### src/rtl/ps2_jump_rx.sv
// PS/2 keyboard receiver that decodes space / up-arrow make and break codes
// into an active-low jump level for the game core.
module ps2_jump_rx #(
  parameter int unsigned FILTER_LEN    = 4,
  parameter int unsigned TIMEOUT_CYC   = 50000,
  parameter logic [7:0]  JUMP_CODE     = 8'h29,
  parameter logic [7:0]  JUMP_EXT_CODE = 8'h75
) (
  input  logic       clock,
  input  logic       rst,
  input  logic       ps2_clk,
  input  logic       ps2_data,
  output logic       jump,
  output logic [7:0] scan_code,
  output logic       code_valid,
  output logic       parity_err,
  output logic       frame_err
);

  localparam int unsigned FW = $clog2(FILTER_LEN + 1);
  localparam int unsigned TW = $clog2(TIMEOUT_CYC + 1);

  typedef enum logic [1:0] {StIdle, StData, StParity, StStop} state_e;

  logic          clk_s1_q, clk_s2_q, dat_s1_q, dat_s2_q;
  logic          filt_q, filt_prev_q;
  logic [FW-1:0] filt_cnt_q;
  logic          fall;

  state_e        state_q, state_d;
  logic [2:0]    bit_cnt_q, bit_cnt_d;
  logic [7:0]    shreg_q, shreg_d;
  logic          par_q, par_d;
  logic [TW-1:0] tmo_q, tmo_d;
  logic          timeout, accept, perr_d, ferr_d;

  logic          ext_q, ext_d, brk_q, brk_d;
  logic          ps_q, ps_d, pu_q, pu_d;

  // Synchronizers and the glitch filter on ps2_clk.
  always_ff @(posedge clock or negedge rst) begin
    if (!rst) begin
      clk_s1_q    <= 1'b1;
      clk_s2_q    <= 1'b1;
      dat_s1_q    <= 1'b1;
      dat_s2_q    <= 1'b1;
      filt_q      <= 1'b1;
      filt_prev_q <= 1'b1;
      filt_cnt_q  <= '0;
    end else begin
      clk_s1_q    <= ps2_clk;
      clk_s2_q    <= clk_s1_q;
      dat_s1_q    <= ps2_data;
      dat_s2_q    <= dat_s1_q;
      filt_prev_q <= filt_q;
      if (clk_s2_q != filt_q) begin
        if (filt_cnt_q == FW'(FILTER_LEN - 1)) begin
          filt_q     <= clk_s2_q;
          filt_cnt_q <= '0;
        end else begin
          filt_cnt_q <= filt_cnt_q + 1'b1;
        end
      end else begin
        filt_cnt_q <= '0;
      end
    end
  end

  assign fall = filt_prev_q & ~filt_q;

  always_comb begin
    state_d   = state_q;
    bit_cnt_d = bit_cnt_q;
    shreg_d   = shreg_q;
    par_d     = par_q;
    accept    = 1'b0;
    perr_d    = 1'b0;
    ferr_d    = 1'b0;
    tmo_d     = (state_q == StIdle || fall) ? '0 : tmo_q + 1'b1;
    timeout   = (state_q != StIdle) && !fall && (tmo_q == TW'(TIMEOUT_CYC - 1));
    unique case (state_q)
      StIdle: begin
        if (fall && !dat_s2_q) begin
          state_d   = StData;
          bit_cnt_d = '0;
        end
      end
      StData: begin
        if (fall) begin
          shreg_d   = {dat_s2_q, shreg_q[7:1]};
          bit_cnt_d = bit_cnt_q + 1'b1;
          if (bit_cnt_q == 3'd7) state_d = StParity;
        end
      end
      StParity: begin
        if (fall) begin
          par_d   = dat_s2_q;
          state_d = StStop;
        end
      end
      StStop: begin
        if (fall) begin
          state_d = StIdle;
          // A bad stop bit masks any parity failure.
          if (!dat_s2_q)              ferr_d = 1'b1;
          else if (^{shreg_q, par_q}) accept = 1'b1;
          else                        perr_d = 1'b1;
        end
      end
      default: state_d = StIdle;
    endcase
    if (timeout) begin
      state_d = StIdle;
      ferr_d  = 1'b1;
    end
  end

  always_comb begin
    ext_d = ext_q;
    brk_d = brk_q;
    ps_d  = ps_q;
    pu_d  = pu_q;
    if (accept) begin
      if (shreg_q == 8'hE0) begin
        ext_d = 1'b1;
      end else if (shreg_q == 8'hF0) begin
        brk_d = 1'b1;
      end else begin
        if (!ext_q && shreg_q == JUMP_CODE)    ps_d = ~brk_q;
        if (ext_q && shreg_q == JUMP_EXT_CODE) pu_d = ~brk_q;
        ext_d = 1'b0;
        brk_d = 1'b0;
      end
    end
  end

  always_ff @(posedge clock or negedge rst) begin
    if (!rst) begin
      state_q    <= StIdle;
      bit_cnt_q  <= '0;
      shreg_q    <= '0;
      par_q      <= 1'b0;
      tmo_q      <= '0;
      ext_q      <= 1'b0;
      brk_q      <= 1'b0;
      ps_q       <= 1'b0;
      pu_q       <= 1'b0;
      jump       <= 1'b1;
      scan_code  <= 8'h00;
      code_valid <= 1'b0;
      parity_err <= 1'b0;
      frame_err  <= 1'b0;
    end else begin
      state_q    <= state_d;
      bit_cnt_q  <= bit_cnt_d;
      shreg_q    <= shreg_d;
      par_q      <= par_d;
      tmo_q      <= tmo_d;
      ext_q      <= ext_d;
      brk_q      <= brk_d;
      ps_q       <= ps_d;
      pu_q       <= pu_d;
      jump       <= ~(ps_d | pu_d);
      if (accept) scan_code <= shreg_q;
      code_valid <= accept;
      parity_err <= perr_d;
      frame_err  <= ferr_d;
    end
  end

endmodule
### config.mk
export PLATFORM = sky130hd
export DESIGN_NAME = ps2_jump_rx
export DESIGN_NICKNAME = d
export VERILOG_FILES = /design/src/rtl/ps2_jump_rx.sv
export SDC_FILE = /design/constraint.sdc
export NUM_CORES = 1
export LEC_CHECK = 0
export BUFFER_PORTS_ARGS = -buffer_cell sky130_fd_sc_hd__buf_2
export CAP_MARGIN = 20
export CORE_ASPECT_RATIO = 1.25
export CORE_UTILIZATION = 57
export DETAILED_ROUTE_END_ITERATION = 8
export HOLD_SLACK_MARGIN = 0.08
export PLACE_DENSITY = 0.8
export SETUP_SLACK_MARGIN = 0.02
export SYNTH_ARGS = -nofsm -noshare
export SYNTH_HDL_FRONTEND = slang
export SYNTH_SLANG_ARGS = --single-unit
### constraint.sdc
create_clock -name clock -period 3 [get_ports clock]
set_clock_uncertainty 0.1 [all_clocks]
set_input_delay 0.6 -clock clock [delete_from_list [all_inputs] [get_ports clock]]
set_output_delay 0.6 -clock clock [all_outputs]
set_load 0.1 [all_outputs]
-- Word-level counts from Yosys, hierarchy flattened
Cells that the tools add are included.
- add/sub/neg operators: 3
- bitwise logic cells: 6
- muxes and demuxes: 36
- reduce and logical (&&, ||, !) cells: 20
- equal/unequal tests: 19
- operators with widths (cell ; number):
    $mux W1 ; 23
    $add A16 B1 Y16 const B ; 1
    $eq A16 B16 Y1 const B ; 1
    $eq A8 B8 Y1 const B ; 2
    $mux W16 ; 1
    $mux W2 ; 6
    $mux W3 ; 4
    $ne A3 B3 Y1 const B ; 4
    $reduce_and A2 Y1 ; 5
    $reduce_xor A9 Y1 ; 1
    $eq A8 B6 Y1 const B ; 1
    $eq A8 B7 Y1 const B ; 1
    $pmux W2 S4 ; 1
    $add A3 B1 Y3 const B ; 2
    $pmux W3 S2 ; 1
    $logic_and A1 B1 Y1 ; 5
    $reduce_and A5 Y1 ; 1
    $eq A2 B2 Y1 const B ; 2
    $ne A2 B2 Y1 const B ; 2
    $not A1 Y1 ; 4
    $reduce_bool A2 Y1 ; 2
    $eq A3 B2 Y1 const B ; 1
    $eq A3 B3 Y1 const B ; 1
    $logic_not A1 Y1 ; 3
    other kinds (9) ; 9
- input port bits: 4
- output and inout port bits: 12
- word-level logic and storage cells: 105
- register bits: 55

-- Depth between registers and ports, before layout
Gate-level depths: netlist of run 1.
- depth after elaboration: 8
- gate-level depth with buffers: 7
- mapped depth without buffers: 6

-- Least setup slack after synthesis of run 1
OpenSTA, ideal clock, no wires.
- path type: register to register
- from: register shreg_q[2]
- to: register scan_code[2]
- setup time: 125 ps
- clock period less this slack: 2099 ps
- arrival time: 1874 ps
- path buffers: 1
- cell stages (with the launch flop): 7
- data required time: 2775 ps
- path slack: 901 ps
- cells stage by stage: dfrtp_1 -> xnor2_1 -> xnor2_1 -> xnor3_1 -> nor2_2 -> buf_6 -> mux2_2
- word-level cells in the longest chain between the ends: 5
- ends and longest elaborated chain (what ; line ; text):
    start: declaration ; 32 ; logic [7:0] shreg_q, shreg_d;
    start signal: assignment ; 156 ; shreg_q <= shreg_d;
    $reduce_xor A9 Y1 ; 106 ; else if (^{shreg_q, par_q}) accept = 1'b1;
    $mux W1 ; 106 ;
    $mux W1 ; 105 ; if (!dat_s2_q) ferr_d = 1'b1;
    $mux W1 ; 102 ; if (fall) begin
    $mux W1 ; 81 ; unique case (state_q)
    net accept ; 35 ; logic timeout, accept, perr_d, ferr_d;
    end signal: assignment ; 164 ; if (accept) scan_code <= shreg_q;
    end: declaration ; 14 ; output logic [7:0] scan_code,
The timed path passes the listed nets, and every way through them passes these cells.
A chain may end at the register's enable or synchronous reset.

-- Worst setup path after layout of run 1
- from: register shreg_q[2]
- to: register ps_q
- word-level cells in the longest chain between the ends: 6
- elaborated cells between the ends (all ways): 13
- classes of those cells: eq/ne (3); mux (8); reduce/logical (2)
- ends and longest elaborated chain (what ; line ; text):
    $reduce_xor A9 Y1 or $eq A8 B6 Y1 (tied branches) ; 106, 129 ;
    $mux W1 or $logic_and A1 B1 Y1 (tied branches) ; 106, 129 ;
    $mux W1 (on tied branches) ; 105, 129 ;
    $mux W1 (on tied branches) ; 102, 126 ;
    $mux W1 (on tied branches) ; 81, 124 ;
    $mux W1 * ; 123 ; if (accept) begin
    net ps_d ; 38 ; logic ps_q, ps_d, pu_q, pu_d;
    end signal: assignment ; 161 ; ps_q <= ps_d;
    end: declaration ; 38 ;
The timed path passes the listed nets; every way through them passes the cells marked *.

==> out/qor.csv, run 1 <==
stage,metric,value,unit
route,First-pass DRT Iterations,4,
layout,area grow syn2layout,10.34,%
global_routing,first-pass GRT wire length,7665,microns
clocking,clock sinks,55,
route,DR vias/cell,5.596,
power,share of power burned in combinational logic,39.1,%
clocking,Inserted Clock Buffers,5,
synthesis,post-synthesis simple-gate area fraction,16.35,%
placed_design,gpl congestion,0.8438,
layout,Nets,258,
floorplan,total die area,4731,sq um
hold_path,Hold Crit Class,in -> async,
clocking,clk buf depth,2,
synthesis,Most used DFF post-synth,dfrtp_1,
run,Max Cap Viol,0,
sta,Final Cycle Share,83.26,%
floorplan,row cnt,26,
sta,FMAX,400.3,MHz
floorplan,core area,4197,sq um
sta,Worst slew margin,61.99,%
power,Pint,1571,uW
layout,Post-Route Utilization,66.82,%
floorplan,Ports,16,
sta,Total Negative Setup Slacks,0,ns
synthesis,largest family of logic cells by synthesized area,simple AND/OR/NAND/NOR gates,
power,PwrDens,907.4,nW/um^2
synthesis,Synth cell types,36,
worst_setup_path,WP data required,3.10,ns
sta,worst slew pin tran,0.5695,ns
route,via count,1690,
synthesis,Synthesis Warnings,0,
route,antenna-violating nets left,0,
worst_setup_path,Worst Path Arrival,2.60,ns
run_status,outcome,"finished, final reports clean",
clocking,# hold bufs at CTS,0,
power,sw frac,38.24,%
synthesis,area share of xor/xnor cells in the synthesized design,8.124,%
clocking,Post-CTS Setup Inserts,0,
global_routing,vias in the first global route,1714,
layout,share of layout cells above drive strength 1,21.14,%
synthesis,post-synth design cell area,2541,sq um
sta,Fin. Hold Viols,0,
global_routing,largest net degree at the start of global routing,23,
route,WL final,4202,microns
synthesis,Synth Area in Adders,4.431,%
global_routing,initial antenna violation count,0,
power,Seq pwr share,41.1,%
sta,"Setup violations, final",0,
worst_setup_path,kind of critical path,reg -> reg,
sta,Slew Limit Fails,0,
worst_setup_path,worst r2r src,shreg_q[2]$_DFFE_PN0P_,
clocking,PostCTS Resize Cnt,0,
worst_setup_path,"reg-to-reg slack, setup",0.50,ns
clocking,CTS tree,built,
synthesis,post-synthesis compound-gate area fraction,5.958,%
synthesis,post-synthesis async set-or-reset flop share,100.0,%
synthesis,cell count after synthesis,225,
clocking,Clock H-tree levels,2,
power,Switch Pwr,972.9,uW
global_routing,GRT Util Overall,21.81,%
route,# DRC,0,
synthesis,multiplexer share of the synthesized area,8.272,%
worst_setup_path,crit end category,flop,
floorplan,die width,61.72,microns
clocking,Skew-Pair Late Insertion Delay,0.31,ns
placed_design,# port buffers,15,
sta,Tmin final,2.498,ns
worst_setup_path,CP endpoint,ps_q$_DFF_PN0_,
worst_setup_path,r2r endpoint,ps_q$_DFF_PN0_,
floorplan,die height,76.65,microns
placed_design,DP HPWL,3085,microns
clocking,clk root buf,clkbuf_8,
worst_setup_path,top fanout value on the critical path,12,
power,Worst VDD drop,0.4621,mV
synthesis,part of the Yosys area used for sequential elements,54.51,%
layout,# diodes,0,
synthesis,Post-Syn Nets,238,
worst_setup_path,CP Launch Point,shreg_q[2]$_DFFE_PN0P_,
synthesis,register bit total from synthesis,55,
route,wire per inst,13.91,microns
synthesis,Avg Inst Size Synth,11.29,sq um
sta,RSZ-0062 raised after global routing,no,
clocking,Clock transition at path regs,0.10,ns
route,1st-iter DRT viols,51,
global_routing,total grt overflow,0,
floorplan,starting density of the core,60.55,%
synthesis,Post-synth EDFFs,0,
worst_setup_path,R2R depth,5,
power,leakage power,0.001298,uW
power,clock power share,19.8,%
worst_setup_path,CP startpoint kind,flop,
-- flip-flops by register name (all words and copies together) (netlist names) --
signal / flops
tmo_q: 16
scan_code: 8
shreg_q: 8
bit_cnt_q: 3
filt_cnt_q: 3
state_q: 2
brk_q: 1
clk_s1_q: 1
clk_s2_q: 1
code_valid: 1
dat_s1_q: 1
dat_s2_q: 1
ext_q: 1
filt_prev_q: 1
filt_q: 1
frame_err: 1
jump: 1
par_q: 1
parity_err: 1
ps_q: 1
pu_q: 1
-- worst min path at each step --
stage / startpoint / endpoint / slack (ns) / depth (start not counted)
floorplan: rst / bit_cnt_q[0]$_DFFE_PN0P_ / 0.20 / 0
global placement: clk_s1_q$_DFF_PN1_ / clk_s2_q$_DFF_PN1_ / 0.25 / 0
detailed placement: clk_s1_q$_DFF_PN1_ / clk_s2_q$_DFF_PN1_ / 0.25 / 0
CTS: rst / bit_cnt_q[1]$_DFFE_PN0P_ / 0.09 / 1
global route: rst / shreg_q[0]$_DFFE_PN0P_ / 0.1 / 1
finish: rst / bit_cnt_q[1]$_DFFE_PN0P_ / 0.09 / 1
-- critical path, stage by stage, from the launching register on --
cell,delay [ns]
dfrtp_1,0.45
xnor2_1,0.16
xnor2_1,0.31
xnor3_1,0.47
nor2_2,0.48
mux2_2,0.41
-- layout make-up --
| class | count | area (sq um) |
|---|---|---|
| Multi-Input combinational cell | 156 | 1096 |
| Sequential cell | 55 | 1385 |
| Tap cell | 56 | 70.07 |
| Fill cell | 327 | 1393 |
| Inverter | 8 | 30.03 |
| Timing Repair Buffer | 19 | 105.1 |
| Clock inverter | 2 | 35.03 |
| Clock buffer | 6 | 82.58 |
-- layout by cell type (no fill, tap or decap), types with 3 or more instances in the layout --
master / synthesis / final
a21oi_1: 3 / 3
buf_2: 0 / 15
buf_4: 0 / 4
clkbuf_8: 0 / 6
dfrtp_1: 48 / 48
dfstp_2: 7 / 7
ha_1: 9 / 9
inv_1: 8 / 8
mux2_2: 16 / 16
mux2i_1: 3 / 3
nand2_1: 13 / 13
nand2b_1: 5 / 5
nand3_1: 14 / 14
nand4_1: 5 / 5
nor2_1: 22 / 22
nor2b_1: 5 / 5
nor3_1: 7 / 7
o21ai_0: 11 / 11
xnor2_1: 13 / 13
xor2_1: 8 / 8
-- power by group through the flow --
stage	clock network, uW	registers (uW)	logic (uW)
6_report	505	1050	994
3_5_place_dp	0	1060	1010
2_1_floorplan	0	1150	690
4_1_cts	520	1050	1010
3_3_place_gp	0	1050	971
5_1_grt	550	1070	1130
-- synthesized netlist by cell type (2+ instances only) --
master / n / area, sq um
dfrtp_1: 48 / 1201
nor3_1: 7 / 35.03
a21oi_1: 3 / 15.01
nand4_1: 5 / 31.28
nor3b_1: 2 / 15.01
nand3_1: 14 / 70.07
nand2_1: 13 / 48.80
o211ai_1: 2 / 15.01
xor2_1: 8 / 70.07
nand2b_1: 5 / 31.28
inv_1: 8 / 30.03
xnor2_1: 13 / 113.9
mux2i_1: 3 / 30.03
dfstp_2: 7 / 183.9
mux2_2: 16 / 180.2
clkbuf_1: 5 / 18.77
ha_1: 9 / 112.6
or4_1: 2 / 15.01
nor2b_1: 5 / 31.28
o21ai_0: 11 / 55.05
nor4bb_1: 2 / 20.02
nor2_1: 22 / 82.58
a2bb2oi_1: 2 / 17.52
-- logic make-up (layout without fill, tap and decap cells) --
family / Yosys count / after routing
flops: 55 / 55
buf+inv: 14 / 35
compound gates: 24 / 24
simple gates: 82 / 82
fa+ha+maj: 9 / 9
mux: 19 / 19
xor+xnor: 22 / 22
-- routing by layer --
metal  up-vias  track usage (%)  share of wire [%]
met1       829            27.32                 43
met5         -                0                  0
met3        14            5.228                2.5
met2        29            35.27                 52
met4         0            8.889                2.7
li1        818                -                  -
-- through the flow --
stage | hold WS [ns] | instances | area, sq um | power [uW] | worst slack [ns]
final | 0.08638 | 302 | 2804 | 2544 | 0.5021
after global routing | 0.09915 | 302 | 2804 | 2752 | 0.3708
after CTS | 0.09225 | 302 | 2804 | 2572 | 0.4936
after detailed placement | 0.2491 | 294 | 2686 | 2069 | 0.5209
after global placement | 0.2463 | 294 | 2686 | 2019 | 0.6088
after floorplan | 0.2044 | 225 | 2541 | 1841 | 0.9008
No activity file was read; power rests on OpenSTA's default activity.
==> run 2, diff against run 1 <==
--- a/config.mk
+++ b/config.mk
@@ -8,10 +8,10 @@
 export BUFFER_PORTS_ARGS = -buffer_cell sky130_fd_sc_hd__buf_2
 export CAP_MARGIN = 20
 export CORE_ASPECT_RATIO = 1.25
-export CORE_UTILIZATION = 57
+export CORE_UTILIZATION = 54
 export DETAILED_ROUTE_END_ITERATION = 8
 export HOLD_SLACK_MARGIN = 0.08
-export PLACE_DENSITY = 0.8
+export PLACE_DENSITY = 0.79
 export SETUP_SLACK_MARGIN = 0.02
 export SYNTH_ARGS = -nofsm -noshare
 export SYNTH_HDL_FRONTEND = slang
==> constraint.sdc (replaced) <==
create_clock -name clock -period 2.15 [get_ports clock]
set_clock_uncertainty 0.1 [all_clocks]
set_input_delay 0.43 -clock clock [delete_from_list [all_inputs] [get_ports clock]]
set_output_delay 0.43 -clock clock [all_outputs]
set_load 0.1 [all_outputs]
==> run 2 against run 1 <==
- die area rose by 5.4%
- total power rose by 50%
- combinational power rose by 75%
- first-iteration DRC count fell by 14%
- worst setup slack got worse by 0.41 ns
- sequential power rose by 38%
- clock power rose by 24%
- utilization fell by 0.43 points
- non-clock buffer count rose by 16
- wire length rose by 1.7%
- hold slack improved by 0.024 ns
- flip-flop and latch count did not move
- critical path type unchanged
==> out/qor.csv, run 2 (synthesis results as in run 1) <==
stage,metric,value,unit
power,Pint,2377,uW
floorplan,die height,78.70,microns
power,Worst VDD drop,0.7950,mV
power,Seq pwr share,37.9,%
sta,"Setup violations, final",0,
clocking,Inserted Clock Buffers,5,
global_routing,first-pass GRT wire length,7534,microns
route,antenna-violating nets left,0,
floorplan,starting density of the core,56.99,%
global_routing,total grt overflow,0,
placed_design,gpl congestion,0.8999,
layout,"most common cell after layout, fill and taps aside",dfrtp_1,
floorplan,Ports,16,
clocking,clk root buf,clkbuf_8,
placed_design,# port buffers,15,
clocking,Clock H-tree levels,2,
clocking,clock sinks,55,
placed_design,DP HPWL,2997,microns
sta,worst slew pin tran,0.4891,ns
sta,Final Cycle Share,95.72,%
layout,largest register by flop count,tmo_q,
layout,# diodes,0,
clocking,Clock transition at path regs,0.09,ns
placed_design,DP Worst Slack,0.09948,ns
layout,"commonest non-fill, non-tap cells in the layout","dfrtp_1, nor2_1, buf_4, mux2_2, buf_2",
global_routing,largest net degree at the start of global routing,56,
worst_setup_path,WP data required,2.25,ns
route,First-pass DRT Iterations,4,
layout,FF+latch area,1388,sq um
power,share of power burned in combinational logic,45.7,%
hold_path,Hold Crit Class,in -> reg,
layout,area grow syn2layout,16.49,%
layout,Largest regs,"tmo_q (16), scan_code (8), shreg_q (8)",
clocking,CTS tree,built,
floorplan,die width,63.36,microns
worst_setup_path,crit end category,flop,
layout,area of the multi-input gates,1122,sq um
floorplan,core area,4459,sq um
placed_design,placed cell areas,2784,sq um
floorplan,row cnt,27,
run,Max Cap Viol,0,
clocking,Skew-Pair Late Insertion Delay,0.31,ns
layout,max reg flops,16,
power,Switch Pwr,1437,uW
route,DR vias/cell,5.319,
sta,Slew Limit Fails,0,
worst_setup_path,top fanout value on the critical path,7,
power,clock power share,16.4,%
route,WL final,4274,microns
route,# DRC,0,
sta,Fin. Hold Viols,0,
power,leakage power,0.001381,uW
global_routing,initial antenna violation count,0,
layout,Post-Layout Inst Area,2960,sq um
run_status,outcome,"finished, final reports clean",
sta,FMAX,485.9,MHz
worst_setup_path,kind of critical path,reg -> reg,
power,PwrDens,1288,nW/um^2
sta,Tmin final,2.058,ns
sta,Worst slew margin,67.62,%
clocking,clk buf depth,2,
layout,share of layout cells above drive strength 1,27.86,%
layout,Nets,274,
route,1st-iter DRT viols,44,
power,sw frac,37.67,%
route,wire per inst,13.36,microns
global_routing,vias in the first global route,1639,
route,via count,1702,
floorplan,total die area,4986,sq um
worst_setup_path,CP Launch Point,shreg_q[4]$_DFFE_PN0P_,
worst_setup_path,CP startpoint kind,flop,
worst_setup_path,Worst Path Arrival,2.16,ns
worst_setup_path,worst r2r src,shreg_q[4]$_DFFE_PN0P_,
hold_path,beginning of the worst hold path,ps2_clk,
layout,Fillers,368,
sta,worst setup margin,0.09197,ns
global_routing,GRT Util Overall,19.71,%
sta,RSZ-0062 raised after global routing,yes,
run 2: repair_timing:
action / CTS / global route
hold buffers: 1 / 0
endpoints found under the hold margin: 48 / 0
setup endpoints to repair: 0 / 9
buffers inserted: 0 / 4
resized for setup: 0 / 7
run 2: through the flow:
stage	total power, uW	TNS (ns)	hold slack, ns	std cells	util (%)
after CTS	3667	0	0.09673	316	64.98
after floorplan	2568	0	0.03441	225	-
after global placement	2979	0	0.2459	307	62.43
after global routing	4094	-0.004883	0.08727	320	66.39
final	3814	0	0.1103	320	66.39
after detailed placement	3031	0	0.2468	307	62.43
run 2: path summary, 6_finish.rpt:
path / end / slack [ns] / depth (start not counted)
setup / recovery: scan_code[3]$_DFFE_PN0N_ / 0.09 / 6
hold / removal: clk_s1_q$_DFF_PN1_ / 0.11 / 1
setup reg to reg: scan_code[3]$_DFFE_PN0N_ / 0.09 / 6
hold reg to reg: dat_s2_q$_DFF_PN1_ / 0.26 / 0
max in group asynchronous: jump$_DFF_PN1_ / 1.12 / 3
min in group asynchronous: scan_code[7]$_DFFE_PN0N_ / 0.52 / 3
run 2: final cells by class:
class / count / area share, %
Sequential cell: 55 / 46.87
Multi-Input combinational cell: 156 / 37.91
Timing Repair Buffer: 35 / 8.242
Clock buffer: 7 / 3.254
Tap cell: 58 / 2.451
Inverter: 8 / 1.014
Clock inverter: 1 / 0.2536
run 2: critical path: stages, from the launching register on:
cell and delay (ns):
dfrtp_2 0.46, xnor2_2 0.16, xnor2_2 0.20, xnor3_1 0.38, nor2_2 0.16, buf_6 0.15
mux2_2 0.33
run 2: routing by layer:
layer	vias up	part of all wire [%]	track usage, %
met1	807	46	25.17
met4	0	2.3	10.00
met2	28	49	31.81
met3	10	2.5	3.879
li1	857	-	-
met5	-	0	0
run 2: power groups by stage:
stage	Sequential, uW	Clock [uW]	Combinational [uW]
finish	1450	625	1740
global route	1480	688	1930
CTS	1440	648	1580
detailed placement	1460	0	1570
global placement	1450	0	1530
floorplan	1600	0	963
==> run 3, diff against run 2 <==
--- a/config.mk
+++ b/config.mk
@@ -7,11 +7,10 @@
 export LEC_CHECK = 0
 export BUFFER_PORTS_ARGS = -buffer_cell sky130_fd_sc_hd__buf_2
 export CAP_MARGIN = 20
-export CORE_ASPECT_RATIO = 1.25
 export CORE_UTILIZATION = 54
 export DETAILED_ROUTE_END_ITERATION = 8
 export HOLD_SLACK_MARGIN = 0.08
-export PLACE_DENSITY = 0.79
+export PLACE_DENSITY = 0.75
 export SETUP_SLACK_MARGIN = 0.02
 export SYNTH_ARGS = -nofsm -noshare
 export SYNTH_HDL_FRONTEND = slang
==> constraint.sdc (replaced) <==
create_clock -name clock -period 2.15 [get_ports clock]
set_clock_uncertainty 0.1 [all_clocks]
set_input_delay 0.43 -clock clock [delete_from_list [all_inputs] [get_ports clock]]
set_output_delay 0.43 -clock clock [all_outputs]
set_load 0.01 [all_outputs]
==> run 3 against run 2 <==
- critical path depth unchanged
- the run now ends with design-rule violations left
- critical path type unchanged
- hold slack better by 0.0010 ns
- wire length up 5.4%
- clock power down 12%
- largest cell class unchanged
- worst setup slack worse by 0.062 ns
- via count up 0.53%
- cell count down 0.94%
==> out/qor.csv, run 3 (synthesis results as in run 1) <==
stage,metric,value,unit
hold_path,Hold Path Cell Cnt,1,
worst_setup_path,crit end category,flop,
layout,share of layout cells above drive strength 1,27.92,%
route,antenna-violating nets left,0,
sta,Worst slew margin,62.49,%
global_routing,largest net degree at the start of global routing,33,
clocking,clk buf depth,2,
route,via count,1711,
run,Max Cap Viol,0,
layout,area grow syn2layout,16.35,%
layout,"commonest non-fill, non-tap cells in the layout","dfrtp_1, nor2_1, buf_4, mux2_2, buf_2",
hold_path,Worst Hold Endpoint,clk_s1_q$_DFF_PN1_,
worst_setup_path,Crit-path slowest cell,xnor3_2,
placed_design,DP HPWL,3051,microns
placed_design,gpl congestion,0.7763,
worst_setup_path,kind of critical path,reg -> reg,
clocking,Inserted Clock Buffers,5,
layout,max reg flops,16,
route,M1 WL,2118,microns
sta,"Setup violations, final",0,
worst_setup_path,CP startpoint kind,flop,
route,WL final,4503,microns
layout,Nets,277,
sta,FMAX,471.6,MHz
placed_design,Cells after DPL,301,
power,"Power, Total",3601,uW
sta,Slew Limit Fails,0,
clocking,Skew-Pair Late Insertion Delay,0.30,ns
run_status,outcome,finished with violations,
clocking,Clock H-tree levels,2,
global_routing,total grt overflow,0,
floorplan,die height,70.60,microns
route,First-pass DRT Iterations,6,
worst_setup_path,CP Launch Point,shreg_q[3]$_DFFE_PN0P_,
global_routing,initial antenna violation count,0,
route,routed wire length on met3,112,microns
layout,# diodes,0,
floorplan,row cnt,24,
worst_setup_path,critical path cell sequence,xnor2_1 > xnor2_1 > xnor3_2 > nor2_4 > buf_6 > mux2_2,
sta,Fin. Hold Viols,0,
clocking,clk root buf,clkbuf_8,
sta,worst slew pin tran,0.5626,ns
floorplan,die width,70.60,microns
global_routing,vias in the first global route,1670,
floorplan,starting density of the core,57.18,%
worst_setup_path,WP data required,2.24,ns
run_status,failing checks,design-rule violations,
global_routing,first-pass GRT wire length,7465,microns
clocking,Clock transition at path regs,0.09,ns
power,PwrDens,1218,nW/um^2
route,wire per inst,14.21,microns
layout,"most common cell after layout, fill and taps aside",dfrtp_1,
layout,Final Non-Filler Cells,317,
layout,largest register by flop count,tmo_q,
layout,Largest regs,"tmo_q (16), scan_code (8), shreg_q (8)",
floorplan,Ports,16,
worst_setup_path,worst r2r src,shreg_q[3]$_DFFE_PN0P_,
worst_setup_path,cell mode on critical path,xnor2_1,
worst_setup_path,top fanout value on the critical path,9,
clocking,clock sinks,55,
placed_design,# port buffers,15,
worst_setup_path,R2R depth,6,
worst_setup_path,Critical Path Max Stage Delay,0.45,ns
power,Worst VDD drop,0.6046,mV
global_routing,GRT Util Overall,19.51,%
sta,Final Cycle Share,98.62,%
route,# DRC,2,
route,Highest Signal Layer,met4,
floorplan,core area,4444,sq um
worst_setup_path,Worst Path Arrival,2.21,ns
power,leakage power,0.001386,uW
route,DR vias/cell,5.397,
clocking,CTS tree,built,
sta,Tmin final,2.120,ns
hold_path,beginning of the worst hold path,ps2_clk,
floorplan,total die area,4984,sq um
hold_path,Hold Crit Class,in -> reg,
route,1st-iter DRT viols,87,
worst_setup_path,"reg-to-reg slack, setup",0.03,ns
worst_setup_path,r2r endpoint,scan_code[1]$_DFFE_PN0N_,
route,met2 wire len,2210,microns
[run 3: cell type report]
type | count | area [sq um]
fill | 349 | 1488
sequential | 55 | 1385
multi-input combinational | 156 | 1125
timing repair buffer | 38 | 266.5
clock buffer | 6 | 72.57
tap | 52 | 65.06
inverter | 8 | 30.03
clock inverter | 2 | 12.51
[run 3: power by group]
part	switching, uW	internal, uW
clock	324	228
sequential	164	1260
combinational	806	819
total	1290	2310
[run 3: through the flow]
stage / cell area [sq um] / hold slack (ns) / worst slack [ns] / utilization (%) / setup TNS [ns]
final: 2957 / 0.1113 / 0.02964 / 66.53 / 0
after global routing: 2957 / 0.08823 / -0.04094 / 66.53 / -0.1441
after CTS: 2905 / 0.1000 / 0.04791 / 65.37 / 0
after detailed placement: 2776 / 0.2490 / 0.02099 / 62.47 / 0
after global placement: 2776 / 0.2453 / 0.1034 / 62.47 / 0
after floorplan: 2541 / 0.03441 / 0.05158 / - / 0
[run 3: worst max-delay path by stage]
| stage | to | slack [ns] | cells past startpoint |
|---|---|---|---|
| 2_1_floorplan | ps_q$_DFF_PN0_ | 0.05 | 6 |
| 3_3_place_gp | scan_code[5]$_DFFE_PN0N_ | 0.10 | 6 |
| 3_5_place_dp | pu_q$_DFF_PN0_ | 0.02 | 6 |
| 4_1_cts | pu_q$_DFF_PN0_ | 0.05 | 7 |
| 5_1_grt | scan_code[1]$_DFFE_PN0N_ | -0.04 | 6 |
| 6_report | scan_code[1]$_DFFE_PN0N_ | 0.03 | 6 |
[run 3: critical path: cells and delay by family (launching register included)]
family	cells	cell delay, ns
xor gates and xnor gates	3	0.88
buffers and inverters	1	0.15
DFF	1	0.40
muxes	1	0.35
and+or+nand+nor	1	0.12
[run 3: repair_timing]
item / CTS / global route
endpoints found under the hold margin: 17 / 0
setup buffers: 4 / 3
setup endpoints to repair: 8 / 9
hold buffers: 1 / 0
pin swaps: 4 / 4
gates resized for setup: 1 / 6
[run 3: layer usage]
| metal | GRT usage, % | vias to the layer above |
|---|---|---|
| li1 | - | 852 |
| met1 | 25.34 | 829 |
| met2 | 32.36 | 22 |
| met3 | 3.846 | 8 |
| met4 | 8.444 | 0 |
| met5 | 0 | - |
